`config.mk`:
```
export PLATFORM = sky130hd
export DESIGN_NAME = token_table_loader
export DESIGN_NICKNAME = d
export VERILOG_FILES = /design/src/rtl/token_table_loader.sv
export SDC_FILE = /design/constraint.sdc
export NUM_CORES = 1
export LEC_CHECK = 0
export BUFFER_PORTS_ARGS = -buffer_cell sky130_fd_sc_hd__buf_2
export CORE_MARGIN = 8
export CORE_UTILIZATION = 33
export CTS_CLUSTER_SIZE = 30
export DETAILED_ROUTE_END_ITERATION = 8
export PLACE_DENSITY = 0.58
export SLEW_MARGIN = 20
export SYNTH_ARGS = -nofsm -noshare
export SYNTH_HDL_FRONTEND = slang
export SYNTH_SLANG_ARGS = --single-unit
```
`constraint.sdc`:
```
create_clock -name clk -period 3 [get_ports clk]
set_input_delay 0.15 -clock clk [delete_from_list [all_inputs] [get_ports clk]]
set_output_delay 0.15 -clock clk [all_outputs]
set_load 0.01 [all_outputs]
```
`src/rtl/token_table_loader.sv`:
```
// Token table loader: optionally zeroes the whole table, then streams count
// words from a valid/ready source into it while accumulating a checksum.
module token_table_loader #(
  parameter int WIDTH = 32,
  parameter int SIZE  = 102,
  parameter int CW    = 7
) (
  input  logic             clk,
  input  logic             reset,
  input  logic             start,
  input  logic             clear_en,
  input  logic [CW-1:0]    count,
  input  logic             abort,
  input  logic             in_valid,
  input  logic [WIDTH-1:0] in_data,
  output logic             in_ready,
  output logic             wme,
  output logic [WIDTH-1:0] waddr,
  output logic [WIDTH-1:0] wdata,
  output logic             busy,
  output logic             done,
  output logic             error,
  output logic [WIDTH-1:0] checksum
);

  localparam logic [1:0] S_IDLE  = 2'd0;
  localparam logic [1:0] S_CLEAR = 2'd1;
  localparam logic [1:0] S_LOAD  = 2'd2;
  localparam logic [1:0] S_DONE  = 2'd3;

  localparam logic [CW-1:0] LAST_IDX = CW'(SIZE - 1);
  localparam logic [CW-1:0] MAX_CNT  = CW'(SIZE);

  logic [1:0]    state;
  logic [CW-1:0] idx;
  logic [CW-1:0] cnt_q;
  logic          accept;
  logic          clear_wr;
  logic          legal_req;

  // Abort suppresses the write and the handshake in the very cycle it is seen.
  always_comb begin
    in_ready  = (state == S_LOAD) && !abort;
    accept    = in_ready && in_valid;
    clear_wr  = (state == S_CLEAR) && !abort;
    wme       = clear_wr || accept;
    waddr     = '0;
    wdata     = '0;
    if (wme) begin
      waddr = {{(WIDTH-CW){1'b0}}, idx};
    end
    if (accept) begin
      wdata = in_data;
    end
    busy      = (state != S_IDLE);
    done      = (state == S_DONE);
    legal_req = (count != '0) && (count <= MAX_CNT);
  end

  always_ff @(posedge clk or negedge reset) begin
    if (!reset) begin
      state    <= S_IDLE;
      idx      <= '0;
      cnt_q    <= '0;
      checksum <= '0;
      error    <= 1'b0;
    end else begin
      case (state)
        S_IDLE: begin
          if (start) begin
            if (legal_req) begin
              cnt_q    <= count;
              idx      <= '0;
              checksum <= '0;
              error    <= 1'b0;
              state    <= clear_en ? S_CLEAR : S_LOAD;
            end else begin
              error <= 1'b1;
            end
          end
        end
        S_CLEAR: begin
          if (abort) begin
            idx   <= '0;
            state <= S_IDLE;
          end else if (idx == LAST_IDX) begin
            idx   <= '0;
            state <= S_LOAD;
          end else begin
            idx <= idx + 1'b1;
          end
        end
        S_LOAD: begin
          if (abort) begin
            idx   <= '0;
            state <= S_IDLE;
          end else if (accept) begin
            checksum <= checksum + in_data;
            // Wrap idx on the final word so a full-table load never leaves idx at SIZE.
            if (idx == cnt_q - 1'b1) begin
              idx   <= '0;
              state <= S_DONE;
            end else begin
              idx <= idx + 1'b1;
            end
          end
        end
        default: begin
          state <= S_IDLE;
        end
      endcase
    end
  end

endmodule

```
==> impl_metrics.json <==
{
  "synth_area_leaders": "dfrtp_1, ha_1, and3_1",
  "cts_tree": "done",
  "rsz0062_at_grt": "false",
  "required_ps": 3240,
  "drt_iter0_markers": 171,
  "met1_usage": 0.187,
  "h-tree-depth": 2,
  "hp-start": "count[0]",
  "die_area_um2": 16800,
  "path_cells": "ha_1 -> a21oi_2 -> nand2_1 -> nor2_2 -> o221ai_2 -> o31ai_4 -> o2111ai_1 -> and3_1 -> or4_1 -> nand3_1",
  "drive_gt1_frac": 0.234,
  "fin_util": 0.407,
  "synth_edf_count": 0,
  "critical_path.top_delay_family": "simple AND/OR/NAND/NOR gates",
  "hpwl_um": 10100,
  "period_minus_slack_ps": 2690,
  "power.leakage_nw": 2.71,
  "drc": 0,
  "cpPeakStageDelay_ps": 460,
  "grt_util_met2": 0.254,
  "r2r_cells": 10,
  "routed_wl_um": 12800,
  "post-route-period-util": 0.896,
  "final_hold_viol_count": 0,
  "synth_top_cell_by_area": "dfrtp_1",
  "whs_endpoint": "cnt_q[0]$_DFFE_PN0P_",
  "grt_pass1_wl_um": 20200,
  "holdWs_ps": 98.9,
  "post_cts_buffers": 0,
  "critPathCaptureType": "register",
  "num_vias": 4046,
  "overflow": 0,
  "gp_congestion": 0.869,
  "finalSetupTns_ps": 0,
  "final_cell_mix": "buf_2, nand2_1, dfrtp_1",
  "timing.rr.start": "checksum[4]$_DFFE_PN0P_",
  "max_slew_margin": 0.521,
  "slowest_stage": "or4_1",
  "fp-row-count": 41,
  "synth-seq-area-share": 0.287,
  "slew_violations": 0,
  "clk_path_buf_depth": 2,
  "dieHeight_um": 130,
  "grt_max_degree": 37,
  "path_clk_slew_ps": 70,
  "pwr_density_cell_nw_per_um2": 894,
  "cts_root_buf": "clkbuf_16",
  "wl_per_cell_um": 15.9,
  "port_buffers": 120,
  "final_common_cell": "buf_2",
  "cp.arrival_ps": 2920,
  "initial_core_util": 0.338,
  "r2r_slack_ps": 310,
  "cp_max_fo": 4,
  "ys.flop_type": "dfrtp_1",
  "cap_violations": 0,
  "async_flop_share": 1.00,
  "hold_class": "input port to register",
  "clkLatencyLatePin_ps": 300,
  "worst-path-buf-inv": 0,
  "synthToLayoutAreaGrowth_pct": 20.3,
  "ys_ff_latch": 49,
  "status": "completed",
  "cts_buffers": 5,
  "clock-skew-final_ps": 9.67,
  "tightestPinTransition_ps": 719,
  "die-width_um": 130,
  "grt_pass1_vias": 4056,
  "yosys_warnings": 0,
  "final-setup-viol-count": 0,
  "globalRouteMet3Util": 0.0286,
  "grt_antenna_before_repair": 0,
  "first_pass_iters": 4,
  "core_um2": 12600,
  "startpoint_type": "register",
  "synth.avg_cell_area_um2": 8.21,
  "via_per_inst": 5.03,
  "peakVddDrop_mv": 0.291,
  "ant_nets": 0,
  "finalNetCount": 716,
  "r2r-end": "checksum[31]$_DFFE_PN0P_",
  "holdPathStages": 3,
  "track_usage": 0.150,
  "num_io_pins": 146,
  "antenna_cells": 0,
  "cts.sinks": 49,
  "syn-cell-area_um2": 4270,
  "path_class": "register to register",
  "yosysTopAreaCellShare": 0.287,
  "fmax_ghz": 0.372,
  "ys_types": 62,
  "busiest_layer": "met2",
  "syn_inst": 520
}
[how the worst max path moves through the flow]
stage	start	end	slack, ps	cells past startpoint
6_report	checksum[4]$_DFFE_PN0P_	checksum[31]$_DFFE_PN0P_	310	10
5_1_grt	checksum[0]$_DFFE_PN0P_	checksum[30]$_DFFE_PN0P_	8	11
4_1_cts	checksum[0]$_DFFE_PN0P_	checksum[30]$_DFFE_PN0P_	260	11
3_5_place_dp	checksum[8]$_DFFE_PN0P_	checksum[29]$_DFFE_PN0P_	280	10
3_3_place_gp	checksum[0]$_DFFE_PN0P_	checksum[30]$_DFFE_PN0P_	370	11
2_1_floorplan	checksum[0]$_DFFE_PN0P_	checksum[30]$_DFFE_PN0P_	500	11
[worst reg2reg max path, delay by kind of cell (launching register included)]
family,cells,cell delay (ps)
DFF,1,390
AOI/OAI and AO/OA,4,850
adders and majority gates,1,350
and+or+nand+nor,5,1040
[registers in the layout, summed over array words and instances (netlist names)]
name      count
checksum     32
cnt_q         7
error         1
idx           7
state         2
[synthesized netlist by cell type, types with 6 or more instances]
master and instances:
clkbuf_1 19, inv_1 20, and3_1 38, and2_1 9, o31ai_1 6, nor2_1 21, o21ai_1 30, nand2_1 61
ha_1 38, xnor2_1 18, nand3_1 12, dfrtp_1 49, a21oi_1 36, xor2_1 18, buf_4 25, a21o_1 7
nand2b_1 7, o21ai_0 30
[kinds of logic after synthesis]
| kind of cell | count (synthesis) | synth area share |
|---|---|---|
| AO/OA/AOI/OAI | 149 | 0.218 |
| XOR/XNOR | 36 | 0.0739 |
| adder cells (fa/ha/maj) | 39 | 0.116 |
| buffers and inverters | 66 | 0.0803 |
| flip-flops | 49 | 0.287 |
| multiplexers | 6 | 0.0155 |
| other | 1 | 0.000879 |
| AND/OR/NAND/NOR | 174 | 0.208 |
[power breakdown]
group	switching [mW]	leakage, nW	internal [mW]
clock	0.258	0.0841	0.417
combinational	1.64	1.97	1.13
sequential	0.237	0.652	0.917
[stage by stage]
step | std cells | total power, mW | setup slack, ps | cell area (µm²)
floorplan | 544 | 3.14 | 497 | 4360
global placement | 796 | 3.89 | 369 | 4950
detailed placement | 796 | 3.93 | 278 | 4950
CTS | 805 | 4.63 | 261 | 5130
global route | 805 | 5.02 | 7.73 | 5140
finish | 805 | 4.59 | 313 | 5140
[metal layers]
layer / routed length (µm) / vias to the layer above
met5: 0 / -
met4: 257 / 0
met3: 721 / 16
met2: 6020 / 113
met1: 5760 / 1893
li1: - / 2024
[repair_timing]
action | 4_1_cts | 5_1_grt
hold buffers | 1 | 0
setup endpoints to repair | 0 | 1
endpoints found under the hold margin | 28 | 0
resized for setup | 0 | 1
[area by class of cell]
type,count,area (µm²)
clock inverters,1,30.0
fillers,1304,7480
repair buffers,126,648
well taps,172,215
flip-flops and latches,49,1230
clock buffers,7,143
multi-input cells,429,2800
inverters,21,78.8
Power figures use the tool's default switching activity.
